`config.mk`:
```
export PLATFORM = sky130hd
export DESIGN_NAME = mips_ctrl_fsm
export DESIGN_NICKNAME = d
export VERILOG_FILES = /design/src/rtl/mips_ctrl_fsm.sv
export SDC_FILE = /design/constraint.sdc
export NUM_CORES = 1
export LEC_CHECK = 0
export ABC_CLOCK_PERIOD_IN_PS = 1470
export CAP_MARGIN = 25
export CELL_PAD_IN_SITES_DETAIL_PLACEMENT = 1
export CELL_PAD_IN_SITES_GLOBAL_PLACEMENT = 1
export CORE_UTILIZATION = 24
export DETAILED_ROUTE_END_ITERATION = 6
export PLACE_DENSITY_LB_ADDON = 0.08
export RECOVER_POWER = 25
export SLEW_MARGIN = 20
export SYNTH_ARGS = -nofsm -noshare
export SYNTH_HDL_FRONTEND = slang
export SYNTH_SLANG_ARGS = --single-unit
```
`constraint.sdc`:
```
create_clock -name clk -period 1.47 [get_ports clk]
set_input_delay 0.2205 -clock clk [delete_from_list [all_inputs] [get_ports clk]]
set_output_delay 0.2205 -clock clk [all_outputs]
set_load 0.005 [all_outputs]
```
`src/rtl/mips_ctrl_fsm.sv`:
```
// mips_ctrl_fsm - multi-cycle main controller for the MIPS datapath.
//
// Sequences each instruction through IF -> ID -> EX_* -> (MEM_*) -> (WB_*)
// and decodes the datapath controls from the current state (Moore).
// The only combinational input dependencies are pc_we/ir_we on mem_ready
// in IF and pc_we on zero in EX_BR.
//
// Memory handshake: mem_rd/mem_we are held as a request; the access is
// complete in the cycle mem_ready=1, and the FSM leaves the waiting state
// on that edge. All outputs hold steady while waiting.
//
// Ports:
//   clk, rst            clock, synchronous active-high reset
//   op, funct           IR[31:26], IR[5:0] (IR is stable after IF)
//   zero                ALU Z flag (used in EX_BR)
//   mem_ready           memory access completes this cycle
//   pc_we, ir_we        PC / IR write enables
//   i_or_d              memory address select (0 = PC, 1 = ALUOut)
//   mem_rd, mem_we      memory read / write request
//   reg_we, reg_dst     register file write enable, dest select (1 = rd)
//   mem_to_reg          write-back data select (1 = MDR)
//   alu_src_a/b, alu_m  ALU operand selects and mode
//   pc_src              next-PC select
//   illegal             one-cycle pulse in ID on an undecodable instruction
//   halted              controller is in HALT
//   state               current state code, for debug
module mips_ctrl_fsm (
    input  logic       clk,
    input  logic       rst,
    input  logic [5:0] op,
    input  logic [5:0] funct,
    input  logic       zero,
    input  logic       mem_ready,
    output logic       pc_we,
    output logic       ir_we,
    output logic       i_or_d,
    output logic       mem_rd,
    output logic       mem_we,
    output logic       reg_we,
    output logic       reg_dst,
    output logic       mem_to_reg,
    output logic [1:0] alu_src_a,
    output logic [2:0] alu_src_b,
    output logic [2:0] alu_m,
    output logic [1:0] pc_src,
    output logic       illegal,
    output logic       halted,
    output logic [3:0] state
);

    typedef enum logic [3:0] {
        S_IF     = 4'd0,
        S_ID     = 4'd1,
        S_EX_R   = 4'd2,
        S_EX_I   = 4'd3,
        S_EX_LS  = 4'd4,
        S_EX_BR  = 4'd5,
        S_EX_J   = 4'd6,
        S_MEM_RD = 4'd7,
        S_MEM_WR = 4'd8,
        S_WB_R   = 4'd9,
        S_WB_I   = 4'd10,
        S_WB_LW  = 4'd11,
        S_HALT   = 4'd12
    } state_t;

    state_t r_state;
    state_t w_st;        // state used for output decode
    state_t w_id_next;   // decode result in ID
    logic   w_id_illegal;
    logic   w_en;        // enables are suppressed while in reset

    logic   w_pc_we, w_ir_we, w_mem_rd, w_mem_we, w_reg_we, w_illegal, w_halted;

    // Instruction decode, used for the ID -> EX transition.
    always_comb begin
        w_id_next    = S_IF;
        w_id_illegal = 1'b0;
        case (op)
            6'b000000: begin
                case (funct)
                    6'b100000, 6'b100001, 6'b100010, 6'b100100,
                    6'b100101, 6'b101010, 6'b000000, 6'b000010:
                        w_id_next = S_EX_R;
                    default: w_id_illegal = 1'b1;
                endcase
            end
            6'b001000, 6'b001001, 6'b001100, 6'b001101: w_id_next = S_EX_I;
            6'b100011, 6'b101011:                       w_id_next = S_EX_LS;
            6'b000100, 6'b000101:                       w_id_next = S_EX_BR;
            6'b000010:                                  w_id_next = S_EX_J;
            6'b111111:                                  w_id_next = S_HALT;
            default:                                    w_id_illegal = 1'b1;
        endcase
    end

    always_ff @(posedge clk) begin
        if (rst) begin
            r_state <= S_IF;
        end else begin
            case (r_state)
                S_IF:     if (mem_ready) r_state <= S_ID;
                S_ID:     r_state <= w_id_next;
                S_EX_R:   r_state <= S_WB_R;
                S_EX_I:   r_state <= S_WB_I;
                // Only lw/sw reach EX_LS, so checking for sw is sufficient.
                S_EX_LS:  r_state <= (op == 6'b101011) ? S_MEM_WR : S_MEM_RD;
                S_EX_BR:  r_state <= S_IF;
                S_EX_J:   r_state <= S_IF;
                S_MEM_RD: if (mem_ready) r_state <= S_WB_LW;
                S_MEM_WR: if (mem_ready) r_state <= S_IF;
                S_WB_R:   r_state <= S_IF;
                S_WB_I:   r_state <= S_IF;
                S_WB_LW:  r_state <= S_IF;
                S_HALT:   r_state <= S_HALT;
                default:  r_state <= S_IF;
            endcase
        end
    end

    // While rst is high the selects show their IF values and every
    // enable is held low, independent of the register contents.
    assign w_st  = rst ? S_IF : r_state;
    assign w_en  = ~rst;
    assign state = r_state;

    always_comb begin
        w_pc_we    = 1'b0;
        w_ir_we    = 1'b0;
        w_mem_rd   = 1'b0;
        w_mem_we   = 1'b0;
        w_reg_we   = 1'b0;
        w_illegal  = 1'b0;
        w_halted   = 1'b0;
        i_or_d     = 1'b0;
        reg_dst    = 1'b0;
        mem_to_reg = 1'b0;
        alu_src_a  = 2'b00;
        alu_src_b  = 3'b000;
        alu_m      = 3'b000;
        pc_src     = 2'b00;
        case (w_st)
            S_IF: begin
                w_mem_rd  = 1'b1;
                alu_src_b = 3'b001;
                alu_m     = 3'b101;
                // Strobe only on the completing cycle so PC advances once.
                w_pc_we   = mem_ready;
                w_ir_we   = mem_ready;
            end
            S_ID: begin
                alu_src_b = 3'b011;
                alu_m     = 3'b101;
                w_illegal = w_id_illegal;
            end
            S_EX_R: begin
                alu_src_a = ((funct == 6'b000000) || (funct == 6'b000010)) ? 2'b10 : 2'b01;
                case (funct)
                    6'b100000: alu_m = 3'b100;
                    6'b100001: alu_m = 3'b101;
                    6'b100010: alu_m = 3'b110;
                    6'b100100: alu_m = 3'b000;
                    6'b100101: alu_m = 3'b001;
                    6'b101010: alu_m = 3'b011;
                    6'b000000: alu_m = 3'b010;
                    6'b000010: alu_m = 3'b111;
                    default:   alu_m = 3'b100;
                endcase
            end
            S_EX_I: begin
                alu_src_a = 2'b01;
                case (op)
                    6'b001000: begin alu_src_b = 3'b010; alu_m = 3'b100; end
                    6'b001001: begin alu_src_b = 3'b010; alu_m = 3'b101; end
                    6'b001100: begin alu_src_b = 3'b100; alu_m = 3'b000; end
                    default:   begin alu_src_b = 3'b100; alu_m = 3'b001; end
                endcase
            end
            S_EX_LS: begin
                alu_src_a = 2'b01;
                alu_src_b = 3'b010;
                alu_m     = 3'b101;
            end
            S_EX_BR: begin
                alu_src_a = 2'b01;
                alu_m     = 3'b110;
                pc_src    = 2'b01;
                // beq takes the branch on zero, bne on not-zero.
                w_pc_we   = (op == 6'b000101) ? ~zero : zero;
            end
            S_EX_J: begin
                pc_src  = 2'b10;
                w_pc_we = 1'b1;
            end
            S_MEM_RD: begin
                w_mem_rd = 1'b1;
                i_or_d   = 1'b1;
            end
            S_MEM_WR: begin
                w_mem_we = 1'b1;
                i_or_d   = 1'b1;
            end
            S_WB_R: begin
                w_reg_we = 1'b1;
                reg_dst  = 1'b1;
            end
            S_WB_I: begin
                w_reg_we = 1'b1;
            end
            S_WB_LW: begin
                w_reg_we   = 1'b1;
                mem_to_reg = 1'b1;
            end
            S_HALT: begin
                w_halted = 1'b1;
            end
            default: begin
                w_halted = 1'b0;
            end
        endcase
    end

    assign pc_we   = w_en & w_pc_we;
    assign ir_we   = w_en & w_ir_we;
    assign mem_rd  = w_en & w_mem_rd;
    assign mem_we  = w_en & w_mem_we;
    assign reg_we  = w_en & w_reg_we;
    assign illegal = w_en & w_illegal;
    assign halted  = w_en & w_halted;

endmodule

```
==> flow_metrics.env <==
export IMPL_hold_viol=0
export IMPL_ir_worst_vdd_uv=371
export IMPL_largest_reg_flops=4
export IMPL_clk_pin_slew_ps=40
export IMPL_yosysSeqAreaShare_pct=9.57
export IMPL_viasPerCell=5.32
export IMPL_wirelength_um=5030
export IMPL_synth_fp_nets=146
export IMPL_dr_wl_met3_um=186
export IMPL_cts_hold_buf=0
export IMPL_synth_edf_count=0
export IMPL_drv_slew=0
export IMPL_leakage_uw=0.000918
export IMPL_power_density_nw_per_um2=302
export IMPL_avgSynthCellArea_um2=6.44
export IMPL_h_tree_depth=1
export IMPL_cp_max_fo=4
export IMPL_postRouteAntennaNets=0
export IMPL_hold_path_class="primary input to flop"
export IMPL_synth_ff_type="dfxtp_1"
export IMPL_start_kind="flop"
export IMPL_met2_wirelength_um=2690
export IMPL_worstSetupEndpointType="primary output"
export IMPL_syn_cell_area_um2=837
export IMPL_clock_latency_ps=230
export IMPL_grt_max_degree=17
export IMPL_start_util_pct=25.1
export IMPL_maxSlewHeadroom_pct=79.0
export IMPL_clockRootBuffer="clkbuf_4"
export IMPL_place_congestion=0.889
export IMPL_nFillCells=407
export IMPL_clock_skew_ps=1.28
export IMPL_dieArea_um2=3730
export IMPL_coreArea_um2=3340
export IMPL_synth_top_area_share_pct=9.57
export IMPL_grt_pass1_vias=1497
export IMPL_synthArstFlopShare_pct=0
export IMPL_ios=40
export IMPL_fmax_mhz=548
export IMPL_dr_total_vias=1468
export IMPL_synth_common_cells="nor2_1, nand2_1, a21oi_1, nor3_1, o21ai_0"
export IMPL_yosys_warnings=0
export IMPL_netlist_instances=130
export IMPL_cts_tree="yes"
export IMPL_antenna_found_initial=0
export IMPL_overflow=0
export IMPL_postLayoutCoreUtil_pct=60.9
export IMPL_cp_required_ps=1250
export IMPL_violations="negative setup slack"
export IMPL_numCtsBuffers=3
export IMPL_first_iter_violations=49
export IMPL_post_route_cells_drive_above_1_share_pct=65.7
export IMPL_critPathArrivalTime_ps=1600
export IMPL_port_buffers=39
export IMPL_worst_slew_pin_slew_ps=312
export IMPL_synth_most_common_cell="nor2_1"
export IMPL_grt_total_usage_pct=26.7
export IMPL_cts_buffer_depth=2
export IMPL_area_growth_pct=143
export IMPL_place_hpwl_um=3020
export IMPL_top_layer_used="met4"
export IMPL_finalSetupViolations=22
export IMPL_routedWlPerCell_um=18.2
export IMPL_rows=21
export IMPL_die_h_um=61.1
export IMPL_clkSinkCount=4
export IMPL_nets=248
export IMPL_dp_slack_ps=-972
export IMPL_yosysTopAreaCell="dfxtp_1"
export IMPL_antenna_cells=0
export IMPL_period_needed_ps=1820
export IMPL_layout_setup_ws_ps=-354
export IMPL_ys_top_cells_by_area="dfxtp_1, nor2_1, nand2_1"
export IMPL_status="finished, violations left"
export IMPL_finalCritPeriodShare_pct=124
export IMPL_drc_errors=0
export IMPL_critPathKind="flop to primary output"
export IMPL_yosysUniqueCellTypes=45
export IMPL_first_pass_iters=4
export IMPL_met1_length_um=2050
export IMPL_cap_violations=0
export IMPL_rsz0062_at_grt="yes"
export IMPL_ys_ff_latch=4
export IMPL_die_width_um=61.1
export IMPL_grt_pass1_wl_um=7240
[power breakdown]
group | leakage [uW] | internal, uW | switching (uW) | total [uW]
Combinational | 0.000869 | 193 | 175 | 369
Clock | 0.0000138 | 91.0 | 40.3 | 131
Sequential | 0.0000349 | 110 | 4.88 | 115
[cell families after synthesis]
logic type,synth area share [%]
DFF,9.57
muxes,1.20
buffers and inverters,10.3
and+or+nand+nor,43.0
AOI/OAI and AO/OA,33.8
xor gates and xnor gates,2.09
[timing repair]
| item | CTS | global route |
|---|---|---|
| setup buffers | 16 | 10 |
| gates resized for setup | 176 | 26 |
| endpoints found under the setup margin | 26 | 27 |
| cloned | 1 | 0 |
| pin swaps | 27 | 10 |
[stage by stage]
stage,hold slack [ps],area (um2),TNS [ps],power (uW),std cells
2_1_floorplan,397,842,-80.9,222,130
3_3_place_gp,789,1590,-14050,389,249
3_5_place_dp,785,1590,-14560,398,249
4_1_cts,551,1930,-2490,600,268
5_1_grt,572,2030,-4420,654,276
6_report,572,2030,-3040,615,276
[cells in the final DEF (no fill, tap or decap), drive strengths merged, types with 3 or more instances in the layout]
master,count
clkbuf,5
nand2,11
buf,92
and3,3
or3,5
inv,6
clkdlybuf4s50,4
nor3,7
nand2b,4
nand3,6
a21oi,7
o21ai,9
dfxtp,4
nor2,20
o211ai,3
dlygate4sd2,6
[critical path, cell delays in order (launching register included)]
cell and delay [ps]:
dfxtp_2 310, or2_4 290, buf_12 140, buf_6 100, a221o_2 300, o211ai_1 100
buf_2 140
[worst paths after layout]
path                  from        to  cells after the start  slack, ps
setup / recovery  state[3]  alu_m[2]                      6       -350
hold / removal       op[5]  state[1]                      6        570
setup reg to reg  state[3]  state[0]                      6       -150
hold reg to reg   state[2]  state[0]                      3        780
[metal layers]
metal	global-route usage, %	up-vias
li1	-	687
met1	32.2	715
met2	47.8	52
met3	2.94	14
met4	11.0	0
met5	0	-
[area by class of cell]
| type | count | area [um2] | share of cell area [%] |
|---|---|---|---|
| multi-input combinational | 109 | 925 | 45.5 |
| timing repair buffer | 108 | 913 | 44.9 |
| sequential | 4 | 90.1 | 4.43 |
| tap | 46 | 57.6 | 2.83 |
| inverter | 6 | 25.0 | 1.23 |
| clock buffer | 3 | 22.5 | 1.11 |
No activity file was read; power rests on OpenSTA's default activity.
